--- src/rtl/fwd_pkg.sv ---
// Shared defaults and the match rule used by both the stage and hold-buffer forwarding paths.
package fwd_pkg;

    localparam int XLEN_DEF        = 32;
    localparam int RIDX_DEF        = 5;
    localparam int LANES_DEF       = 2;
    localparam int STAGES_DEF      = 3;
    localparam int LOAD_SHADOW_DEF = 2;
    localparam int HOLD_DEF        = 2;
    localparam int NSRC_DEF        = 2;

    // Widest register index the match function accepts; callers zero-extend into it.
    localparam int RIDX_MAX = 16;

    // A writer forwards to a consumer only if it is live, targets a real register, and targets this one.
    function automatic logic fwd_match(input logic [RIDX_MAX-1:0] idx,
                                       input logic [RIDX_MAX-1:0] tgt,
                                       input logic                valid);
        return valid && (tgt != '0) && (tgt == idx);
    endfunction

endpackage

--- src/rtl/fwd_hold_buf.sv ---
// Stall-hold buffer: captures writeback results while the pipeline is interlocked so that
// writes retiring during a stall stay visible until the register file read catches up.
module fwd_hold_buf
    import fwd_pkg::*;
#(
    parameter int XLEN  = XLEN_DEF,
    parameter int RIDX  = RIDX_DEF,
    parameter int LANES = LANES_DEF,
    parameter int HOLD  = HOLD_DEF
) (
    input  logic                                    clk,
    input  logic                                    rst_n,
    input  logic                                    adv,
    input  logic                                    push,
    input  logic                                    in_valid,
    input  logic [LANES-1:0][RIDX-1:0]              in_tgt,
    input  logic [LANES-1:0][XLEN-1:0]              in_data,
    output logic [HOLD-1:0]                         ent_valid,
    output logic [HOLD-1:0][LANES-1:0][RIDX-1:0]    ent_tgt,
    output logic [HOLD-1:0][LANES-1:0][XLEN-1:0]    ent_data,
    output logic [$clog2(HOLD+1)-1:0]               occ
);

    localparam int OCC_W = $clog2(HOLD+1);

    // Push shifts toward the oldest slot (oldest falls off); a non-stalled advance invalidates everything.
    always_ff @(posedge clk or negedge rst_n) begin
        if (!rst_n) begin
            ent_valid <= '0;
            ent_tgt   <= '0;
            ent_data  <= '0;
        end else if (push) begin
            for (int i = HOLD - 1; i > 0; i--) begin
                ent_valid[i] <= ent_valid[i-1];
                ent_tgt[i]   <= ent_tgt[i-1];
                ent_data[i]  <= ent_data[i-1];
            end
            ent_valid[0] <= in_valid;
            ent_tgt[0]   <= in_tgt;
            ent_data[0]  <= in_data;
        end else if (adv) begin
            ent_valid <= '0;
        end
    end

    // Occupancy is a population count of the valid bits.
    always_comb begin
        occ = '0;
        for (int i = 0; i < HOLD; i++) begin
            occ = occ + OCC_W'(ent_valid[i]);
        end
    end

endmodule

--- src/rtl/fwd_net.sv ---
// Execute-stage operand forwarding and load-use interlock. Resolves each source operand from
// in-flight stage results, the stall-hold buffer, or the register-file read; no arithmetic here.
module fwd_net
    import fwd_pkg::*;
#(
    parameter int XLEN        = XLEN_DEF,
    parameter int RIDX        = RIDX_DEF,
    parameter int LANES       = LANES_DEF,
    parameter int STAGES      = STAGES_DEF,
    parameter int LOAD_SHADOW = LOAD_SHADOW_DEF,
    parameter int HOLD        = HOLD_DEF,
    parameter int NSRC        = NSRC_DEF
) (
    input  logic                            clk,
    input  logic                            rst_n,
    input  logic                            clk_en,
    input  logic                            halt,
    input  logic [STAGES-1:0]               stage_valid,
    input  logic [STAGES-1:0]               stage_is_load,
    input  logic [STAGES*LANES*RIDX-1:0]    stage_tgt,
    input  logic [STAGES*LANES*XLEN-1:0]    stage_data,
    input  logic [NSRC-1:0]                 src_valid,
    input  logic [NSRC*RIDX-1:0]            src_idx,
    input  logic [NSRC*XLEN-1:0]            rf_data,
    output logic [NSRC*XLEN-1:0]            op_data,
    output logic                            stall,
    output logic [$clog2(HOLD+1)-1:0]       hold_occ,
    output logic [31:0]                     stall_cycles
);

    // Stages younger than LOAD_SHADOW carry load results that do not exist yet.
    localparam logic [STAGES-1:0] SHADOW_MASK = STAGES'((64'd1 << LOAD_SHADOW) - 64'd1);

    logic [STAGES-1:0][LANES-1:0][RIDX-1:0]  tgt_s;
    logic [STAGES-1:0][LANES-1:0][XLEN-1:0]  data_s;
    logic [NSRC-1:0][RIDX-1:0]               src_i;
    logic [NSRC-1:0][XLEN-1:0]               rf_i;
    logic [NSRC-1:0][XLEN-1:0]               op_o;
    logic [NSRC-1:0]                         hit;
    logic [STAGES-1:0]                       shadow_load;

    logic                                    adv;
    logic                                    push;
    logic [HOLD-1:0]                         hold_vld;
    logic [HOLD-1:0][LANES-1:0][RIDX-1:0]    hold_tgt;
    logic [HOLD-1:0][LANES-1:0][XLEN-1:0]    hold_data;

    assign tgt_s       = stage_tgt;
    assign data_s      = stage_data;
    assign src_i       = src_idx;
    assign rf_i        = rf_data;
    assign op_data     = op_o;
    assign shadow_load = stage_is_load & SHADOW_MASK;

    assign adv  = clk_en && !halt;
    assign push = adv && stall;

    fwd_hold_buf #(
        .XLEN  (XLEN),
        .RIDX  (RIDX),
        .LANES (LANES),
        .HOLD  (HOLD)
    ) u_hold (
        .clk       (clk),
        .rst_n     (rst_n),
        .adv       (adv),
        .push      (push),
        .in_valid  (stage_valid[STAGES-1]),
        .in_tgt    (tgt_s[STAGES-1]),
        .in_data   (data_s[STAGES-1]),
        .ent_valid (hold_vld),
        .ent_tgt   (hold_tgt),
        .ent_data  (hold_data),
        .occ       (hold_occ)
    );

    // Per-source priority mux: youngest stage/lowest lane first, then newest hold entry, else register file.
    always_comb begin
        op_o = rf_i;
        hit  = '0;
        for (int s = 0; s < NSRC; s++) begin
            for (int k = 0; k < STAGES; k++) begin
                for (int l = 0; l < LANES; l++) begin
                    if (!hit[s] && fwd_match(RIDX_MAX'(src_i[s]), RIDX_MAX'(tgt_s[k][l]), stage_valid[k])) begin
                        op_o[s] = data_s[k][l];
                        hit[s]  = 1'b1;
                    end
                end
            end
            for (int h = 0; h < HOLD; h++) begin
                for (int l = 0; l < LANES; l++) begin
                    if (!hit[s] && fwd_match(RIDX_MAX'(src_i[s]), RIDX_MAX'(hold_tgt[h][l]), hold_vld[h])) begin
                        op_o[s] = hold_data[h][l];
                        hit[s]  = 1'b1;
                    end
                end
            end
        end
    end

    // Load-use interlock looks at every shadow-stage match, independent of which writer wins the mux.
    always_comb begin
        stall = 1'b0;
        for (int s = 0; s < NSRC; s++) begin
            for (int k = 0; k < STAGES; k++) begin
                for (int l = 0; l < LANES; l++) begin
                    if (src_valid[s] && shadow_load[k] &&
                        fwd_match(RIDX_MAX'(src_i[s]), RIDX_MAX'(tgt_s[k][l]), stage_valid[k])) begin
                        stall = 1'b1;
                    end
                end
            end
        end
    end

    // Saturating count of cycles where the pipeline tried to advance but was interlocked.
    always_ff @(posedge clk or negedge rst_n) begin
        if (!rst_n) begin
            stall_cycles <= '0;
        end else if (push && (stall_cycles != '1)) begin
            stall_cycles <= stall_cycles + 32'd1;
        end
    end

endmodule

--- config.mk ---
export PLATFORM = sky130hd
export DESIGN_NAME = fwd_net
export DESIGN_NICKNAME = d
export VERILOG_FILES = /design/src/rtl/fwd_pkg.sv /design/src/rtl/fwd_hold_buf.sv /design/src/rtl/fwd_net.sv
export SDC_FILE = /design/constraint.sdc
export NUM_CORES = 1
export LEC_CHECK = 0
export CAP_MARGIN = 20
export CORE_ASPECT_RATIO = 0.8
export CORE_UTILIZATION = 50
export CTS_CLUSTER_DIAMETER = 200
export DETAILED_ROUTE_END_ITERATION = 6
export GPL_TIMING_DRIVEN = 0
export PLACE_DENSITY = 0.95
export SYNTH_ARGS = -nofsm -noshare
export SYNTH_HDL_FRONTEND = slang
export SYNTH_SLANG_ARGS = --single-unit
export TNS_END_PERCENT = 5
--- constraint.sdc ---
create_clock -name clk -period 10.6 [get_ports clk]
set_input_delay 3.18 -clock clk [delete_from_list [all_inputs] [get_ports clk]]
set_output_delay 3.18 -clock clk [all_outputs]
set_load 0.005 [all_outputs]
# Word level (Yosys, flattened, before mapping)
# Index checks and enable logic that the tools add are counted.
# W data, S select, Z words.
dict set report totals {
  inputBits 308
  reg_bits 182
}
dict set report op_classes {
  mux 48
  n_reduce_logical 93
  addsub 2
  eq_ne 21
}
# operator count
set ops {}
lappend ops {{$mux W32} 20}
lappend ops {{$eq A5 B5 Y1} 20}
lappend ops {{$logic_and A1 B1 Y1} 63}
lappend ops {{$reduce_bool A5 Y1} 10}
lappend ops {{$add A32 B1 Y32 const B} 1}
lappend ops {{$ne A32 B32 Y1 const B} 1}
lappend ops {{$mux W1} 26}
lappend ops {{$logic_not A1 Y1} 19}
lappend ops {{$mux W2} 2}
lappend ops {{$add A1 B1 Y2} 1}
lappend ops {{$reduce_bool A2 Y1} 1}

# Longest topological paths before layout
dict set report depth {
  ltp_word 31
  ltp_mapped 12
  depth_no_buf 8
}

# Modules after synthesis
# A second synthesis with hierarchy kept.
dict set report unflattened {
  cells_unflattened 1609
  hier_area_um2 14576.5
}
# mod seq_area_each_um2 area_per_inst_um2 cells_each n_inst
set modules_own_cells {}
lappend modules_own_cells {fwd_net 800.8 8638.3 1290 1}
lappend modules_own_cells {fwd_hold_buf 3753.6 5938.2 319 1}

# Worst setup path after synthesis
# OpenSTA, ideal clock, no wires.
dict set report synth_path {
  path_type {input port to output port}
  startpoint {input src_idx[2]}
  endpoint {output op_data[10]}
  setup_slack_ns 2.054
  path_buffers 3
  stages 11
  arrival_time_ns 5.366
  path_cell_list {buf_2 xnor2_1 nand3_1 nor4_1 or2b_1 or2_1 buf_2 buf_2 nand2_1 o221ai_1 a211oi_1}
}
dict set report synth_via {
  elab_chain_len 30
  word_cells_on_any_way 57
  classes_between {10 x eq/ne; 19 x mux; 28 x reduce/logical}
}
# item line_no
set synth_lines {}
lappend synth_lines {{from (decl)} fwd_net.sv:23} ;# input logic [NSRC*RIDX-1:0] src_idx,
lappend synth_lines {{$eq A5 B5 Y1} fwd_pkg.sv:19} ;# return valid && (tgt != '0) && (tgt == idx);
lappend synth_lines {{$logic_and A1 B1 Y1} fwd_pkg.sv:19}
lappend synth_lines {{$mux W1} fwd_net.sv:84} ;# if (!hit[s] && fwd_match(RIDX_MAX'(src_i[s]), RIDX_MAX'(tgt_s[k][l]), stage_valid[k])) begin
lappend synth_lines {{$logic_not A1 Y1} fwd_net.sv:84}
lappend synth_lines {{$logic_and A1 B1 Y1} fwd_net.sv:84}
lappend synth_lines {{$mux W1} fwd_net.sv:84}
lappend synth_lines {{$logic_not A1 Y1} fwd_net.sv:84}
lappend synth_lines {{$logic_and A1 B1 Y1} fwd_net.sv:84}
lappend synth_lines {{(+14 left out)} --}
lappend synth_lines {{$logic_and A1 B1 Y1} fwd_net.sv:92} ;# if (!hit[s] && fwd_match(RIDX_MAX'(src_i[s]), RIDX_MAX'(hold_tgt[h][l]), hold_vld[h])) begin
lappend synth_lines {{$mux W1} fwd_net.sv:92}
lappend synth_lines {{$logic_not A1 Y1} fwd_net.sv:92}
lappend synth_lines {{$logic_and A1 B1 Y1} fwd_net.sv:92}
lappend synth_lines {{$mux W1} fwd_net.sv:92}
lappend synth_lines {{$logic_not A1 Y1} fwd_net.sv:92}
lappend synth_lines {{$logic_and A1 B1 Y1} fwd_net.sv:92}
lappend synth_lines {{$mux W32 *} fwd_net.sv:92}
lappend synth_lines {{to (decl)} fwd_net.sv:25} ;# output logic [NSRC*XLEN-1:0] op_data,
# Every way passes the cells marked *; elsewhere a longest branch is shown, timed or not.

# Worst setup path after layout
dict set report layout_path {
  startpoint {input stage_tgt[11]}
  endpoint {output op_data[53]}
}
dict set report layout_via {
  elab_chain_len 26
  word_cells_on_any_way 34
  classes_between {1 x eq/ne; 15 x mux; 18 x reduce/logical}
}
# item line_no
set layout_lines {}
lappend layout_lines {{from (decl)} fwd_net.sv:20} ;# input logic [STAGES*LANES*RIDX-1:0] stage_tgt,
lappend layout_lines {{$reduce_bool A5 Y1} fwd_pkg.sv:19}
lappend layout_lines {{$logic_and A1 B1 Y1} fwd_pkg.sv:19}
lappend layout_lines {{$logic_and A1 B1 Y1 *} fwd_pkg.sv:19}
lappend layout_lines {{$logic_and A1 B1 Y1 *} fwd_net.sv:84}
lappend layout_lines {{$mux W1} fwd_net.sv:84}
lappend layout_lines {{$logic_not A1 Y1} fwd_net.sv:84}
lappend layout_lines {{$logic_and A1 B1 Y1} fwd_net.sv:84}
lappend layout_lines {{$mux W1} fwd_net.sv:84}
lappend layout_lines {{(+10 left out)} --}
lappend layout_lines {{$logic_and A1 B1 Y1} fwd_net.sv:92}
lappend layout_lines {{$mux W1} fwd_net.sv:92}
lappend layout_lines {{$logic_not A1 Y1} fwd_net.sv:92}
lappend layout_lines {{$logic_and A1 B1 Y1} fwd_net.sv:92}
lappend layout_lines {{$mux W1} fwd_net.sv:92}
lappend layout_lines {{$logic_not A1 Y1} fwd_net.sv:92}
lappend layout_lines {{$logic_and A1 B1 Y1} fwd_net.sv:92}
lappend layout_lines {{$mux W32 *} fwd_net.sv:92}
# Marked as above.

==> flow_metrics.py <==
metrics = {
    "logic_synthesis": {
        "syn_nets": 1854,
        "yosys.area.top_type": "dfrtp_1",
        "avgSynthCellArea_um2": 9.00,
        "synth_area_um2": 13900,
        "yosys-top-cells-count": "nand2_1 (217), dfrtp_1 (182), mux2_2 (149)",
        "synthCells": 1544,
        "synth.area.top_cells": "dfrtp_1 (33%), mux2_2 (12%), nand2_1 (5.9%), xnor2_1 (4.3%), a221oi_1 (4.0%)",
        "synth.distinct_cells": 62,
        "synth_top_area_share_pct": 32.8,
        "synthXorXnorAreaFrac_pct": 8.25,
        "async_flop_share_pct": 100,
        "yosys_warnings": 0,
        "yosys.area_share.simple_pct": 15.5,
        "synth_compound_area_share_pct": 23.7,
        "synth_top_family_by_area": "compound AO/OA/AOI/OAI gates",
        "synth_fa_ha_area_share_pct": 0.180,
        "synth_edf_count": 0,
        "synth_flop_cell": "dfrtp_1",
        "synth-seq-cells": 182,
        "synth_mux_area_share_pct": 14.4,
        "yosysMostFrequentCell": "nand2_1",
        "yosysSeqAreaShare_pct": 32.8,
    },
    "setup_path": {
        "critPathArrivalTime_ns": 7.43,
        "path_cells": "clkdlybuf4s50_1, or4_1, o211a_1, nand2_1, nand4_4, nor2_2, clkbuf_1, a221oi_1, a221oi_1, clkdlybuf4s50_1",
        "cp-start-kind": "primary input",
        "crit_path_end_kind": "output port",
        "max_stage_delay_ns": 0.63,
        "path_max_fanout": 10,
        "cp_data_required_time_ns": 7.42,
        "critPathKind": "in -> out",
        "crit_slowest_cell": "clkdlybuf4s50_1",
    },
    "final_layout": {
        "fin_cells": 2340,
        "nFillCells": 2081,
        "post-route-util_pct": 69.8,
        "syn_to_final_growth_pct": 37.0,
        "nNetsFinal": 2272,
        "drive_gt1_share_pct": 14.3,
        "fin_area_um2": 19100,
        "multi_input_area_um2": 8660,
        "ff_latch_area_um2": 4550,
    },
    "pwr": {
        "p_per_area_nw_per_um2": 114,
        "irDropWorstVdd_uv": 120,
        "leakagePower_nw": 8.27,
        "p_total_mw": 2.17,
    },
    "sta": {
        "clock_skew_ns": 0.00651,
        "hold_viol": 0,
        "rsz0062_at_grt": "true",
        "finalCritPeriodShare_pct": 100,
        "max_freq_ghz": 0.0942,
        "drv_slew": 0,
        "finalSetupViolations": 1,
        "relSlewSlack_pct": 26.3,
        "setup_slack_ns": -0.0109,
        "worst_pin_slew_ns": 1.10,
        "min_period_ns": 10.61,
        "tns_ns": -0.0109,
    },
    "die": {
        "die_width_um": 188,
        "pin_count": 407,
        "coreArea_um2": 27300,
        "die_h_um": 151,
        "core.rowCount": 54,
        "dieArea_um2": 28500,
        "start_util_pct": 50.9,
    },
    "grt": {
        "gr-total-overflow": 0,
        "track_usage_pct": 43.0,
        "grt_pass1_vias": 15600,
        "antenna_found_initial": 3,
        "grt_max_degree": 121,
        "grt_pass1_wl_um": 93000,
    },
    "detailed_routing": {
        "drc": 1,
        "post_drt_wl_per_cell_um": 26.8,
        "drt_first_pass_iters": 7,
        "drtIter0Drc": 2309,
        "wl_um": 62700,
        "via_per_inst": 6.89,
        "vias": 16100,
        "ant_nets": 0,
    },
    "placement": {
        "dp_hpwl_um": 46400,
        "dp_cells": 2304,
        "dpl_cell_area_um2": 18400,
        "port_buffers": 395,
        "gp_congestion": 0.992,
    },
    "clock_network": {
        "cts.path.max_buffers": 2,
        "clk_pin_slew_ns": 0.07,
        "ctsHoldBuffers": 0,
        "cts_tree": "done",
        "htreeDepth": 4,
        "clock_latency_ns": 0.44,
        "cts_root_buffer": "clkbuf_16",
        "cts.sinks": 182,
        "cts-buffers-inserted": 17,
    },
    "status": {
        "violations": "DRC, setup timing",
        "status": "finished, violations left",
    },
    "run": {
        "drv_cap": 0,
    },
    "min_path": {
        "min_path_type": "reg -> reg",
    },
}
-- worst max-delay path, delay by kind of cell --
kind | cells | cell delay (ns)
compound gates | 3 | 1.04
simple gates | 4 | 1.59
buf+inv | 3 | 1.62
-- placed cells by master, fill, tap and decap left out, types with 5 or more instances in the layout --
cell,Yosys,layout
nor2_1,109,109
and3_1,7,7
clkbuf_16,0,17
or4_1,13,13
buf_6,6,6
mux2i_1,32,32
clkdlybuf4s50_1,0,394
clkbuf_2,0,5
xnor2_1,68,68
nor3_2,7,7
o22ai_1,65,65
a211oi_1,64,63
a31oi_1,31,31
nor4_1,22,19
dfrtp_1,182,182
a21oi_1,31,31
nor3_1,14,14
a221oi_1,64,62
mux2_2,149,149
a22o_1,31,31
nand3_1,28,28
xor2_1,63,63
buf_2,33,32
nand4_1,8,8
o21ai_0,44,44
o221ai_1,63,63
a221o_1,31,31
nor4_2,4,6
o21ai_1,5,5
nand2_1,217,217
inv_1,8,8
buf_4,22,25
clkbuf_1,79,75
-- per-layer routing --
layer  vias up  wire length [um]  GRT usage (%)
met4         4              3550           21.5
met1      7720             23700           56.7
met3       283              8130           9.89
li1       6706                 -              -
met5         -                27              0
met2      1406             27300           66.8
-- flip-flops by register name (all words and copies together) (netlist names) --
name              flops
stall_cycles         32
u_hold.ent_valid      2
u_hold.ent_tgt       20
u_hold.ent_data     128
-- area by class of cell --
class | instances | area share [%]
tap | 364 | 2.39
multi-input combinational | 1212 | 45.5
antenna | 2 | 0.0263
clock buffer | 18 | 2.25
inverter | 8 | 0.158
sequential | 182 | 23.9
clock inverter | 13 | 1.02
buffer | 142 | 3.73
timing repair buffer | 399 | 21.0
-- cells by family after synthesis --
group / count (synthesis)
adder cells (fa/ha/maj): 2
buffers and inverters: 150
multiplexers: 181
flip-flops: 182
XOR/XNOR: 131
AO/OA/AOI/OAI: 442
AND/OR/NAND/NOR: 456
-- repair_timing --
action	in CTS	in global routing
endpoints found under the hold margin	0	0
endpoints found under the setup margin	5	25
pin swaps	0	1
resized for setup	2	14
setup buffers	0	3
-- final timing paths --
kind                                               from                               to  slack [ns]  cells after the start
setup / recovery                          stage_tgt[11]                      op_data[53]       -0.01                     10
hold / removal             stall_cycles[22]$_DFFE_PN0P_     stall_cycles[22]$_DFFE_PN0P_        0.50                      1
setup reg to reg            stall_cycles[7]$_DFFE_PN0P_      stall_cycles[9]$_DFFE_PN0P_        7.49                      8
hold reg to reg            stall_cycles[22]$_DFFE_PN0P_     stall_cycles[22]$_DFFE_PN0P_        0.50                      1
max in group asynchronous                         rst_n  u_hold.ent_data[51]$_DFFE_PN0P_        6.91                      2
min in group asynchronous                         rst_n     stall_cycles[28]$_DFFE_PN0P_        2.67                      1
-- report_power, final --
group | internal [mW] | total, mW | switching, mW | leakage [nW]
clock network | 0.398 | 0.698 | 0.300 | 0.299
registers | 0.793 | 0.902 | 0.108 | 2.46
logic | 0.325 | 0.572 | 0.247 | 5.51
-- metrics by stage --
| stage | hold WS (ns) | setup WS, ns |
|---|---|---|
| 3_3_place_gp | 0.485 | -1.21 |
| 3_5_place_dp | 0.482 | -0.112 |
| 5_1_grt | 0.524 | -0.147 |
| 6_report | 0.499 | -0.0109 |
| 2_1_floorplan | 0.482 | 2.05 |
| 4_1_cts | 0.499 | 0.0134 |
Note: power is estimated with default switching activity, not from simulation.
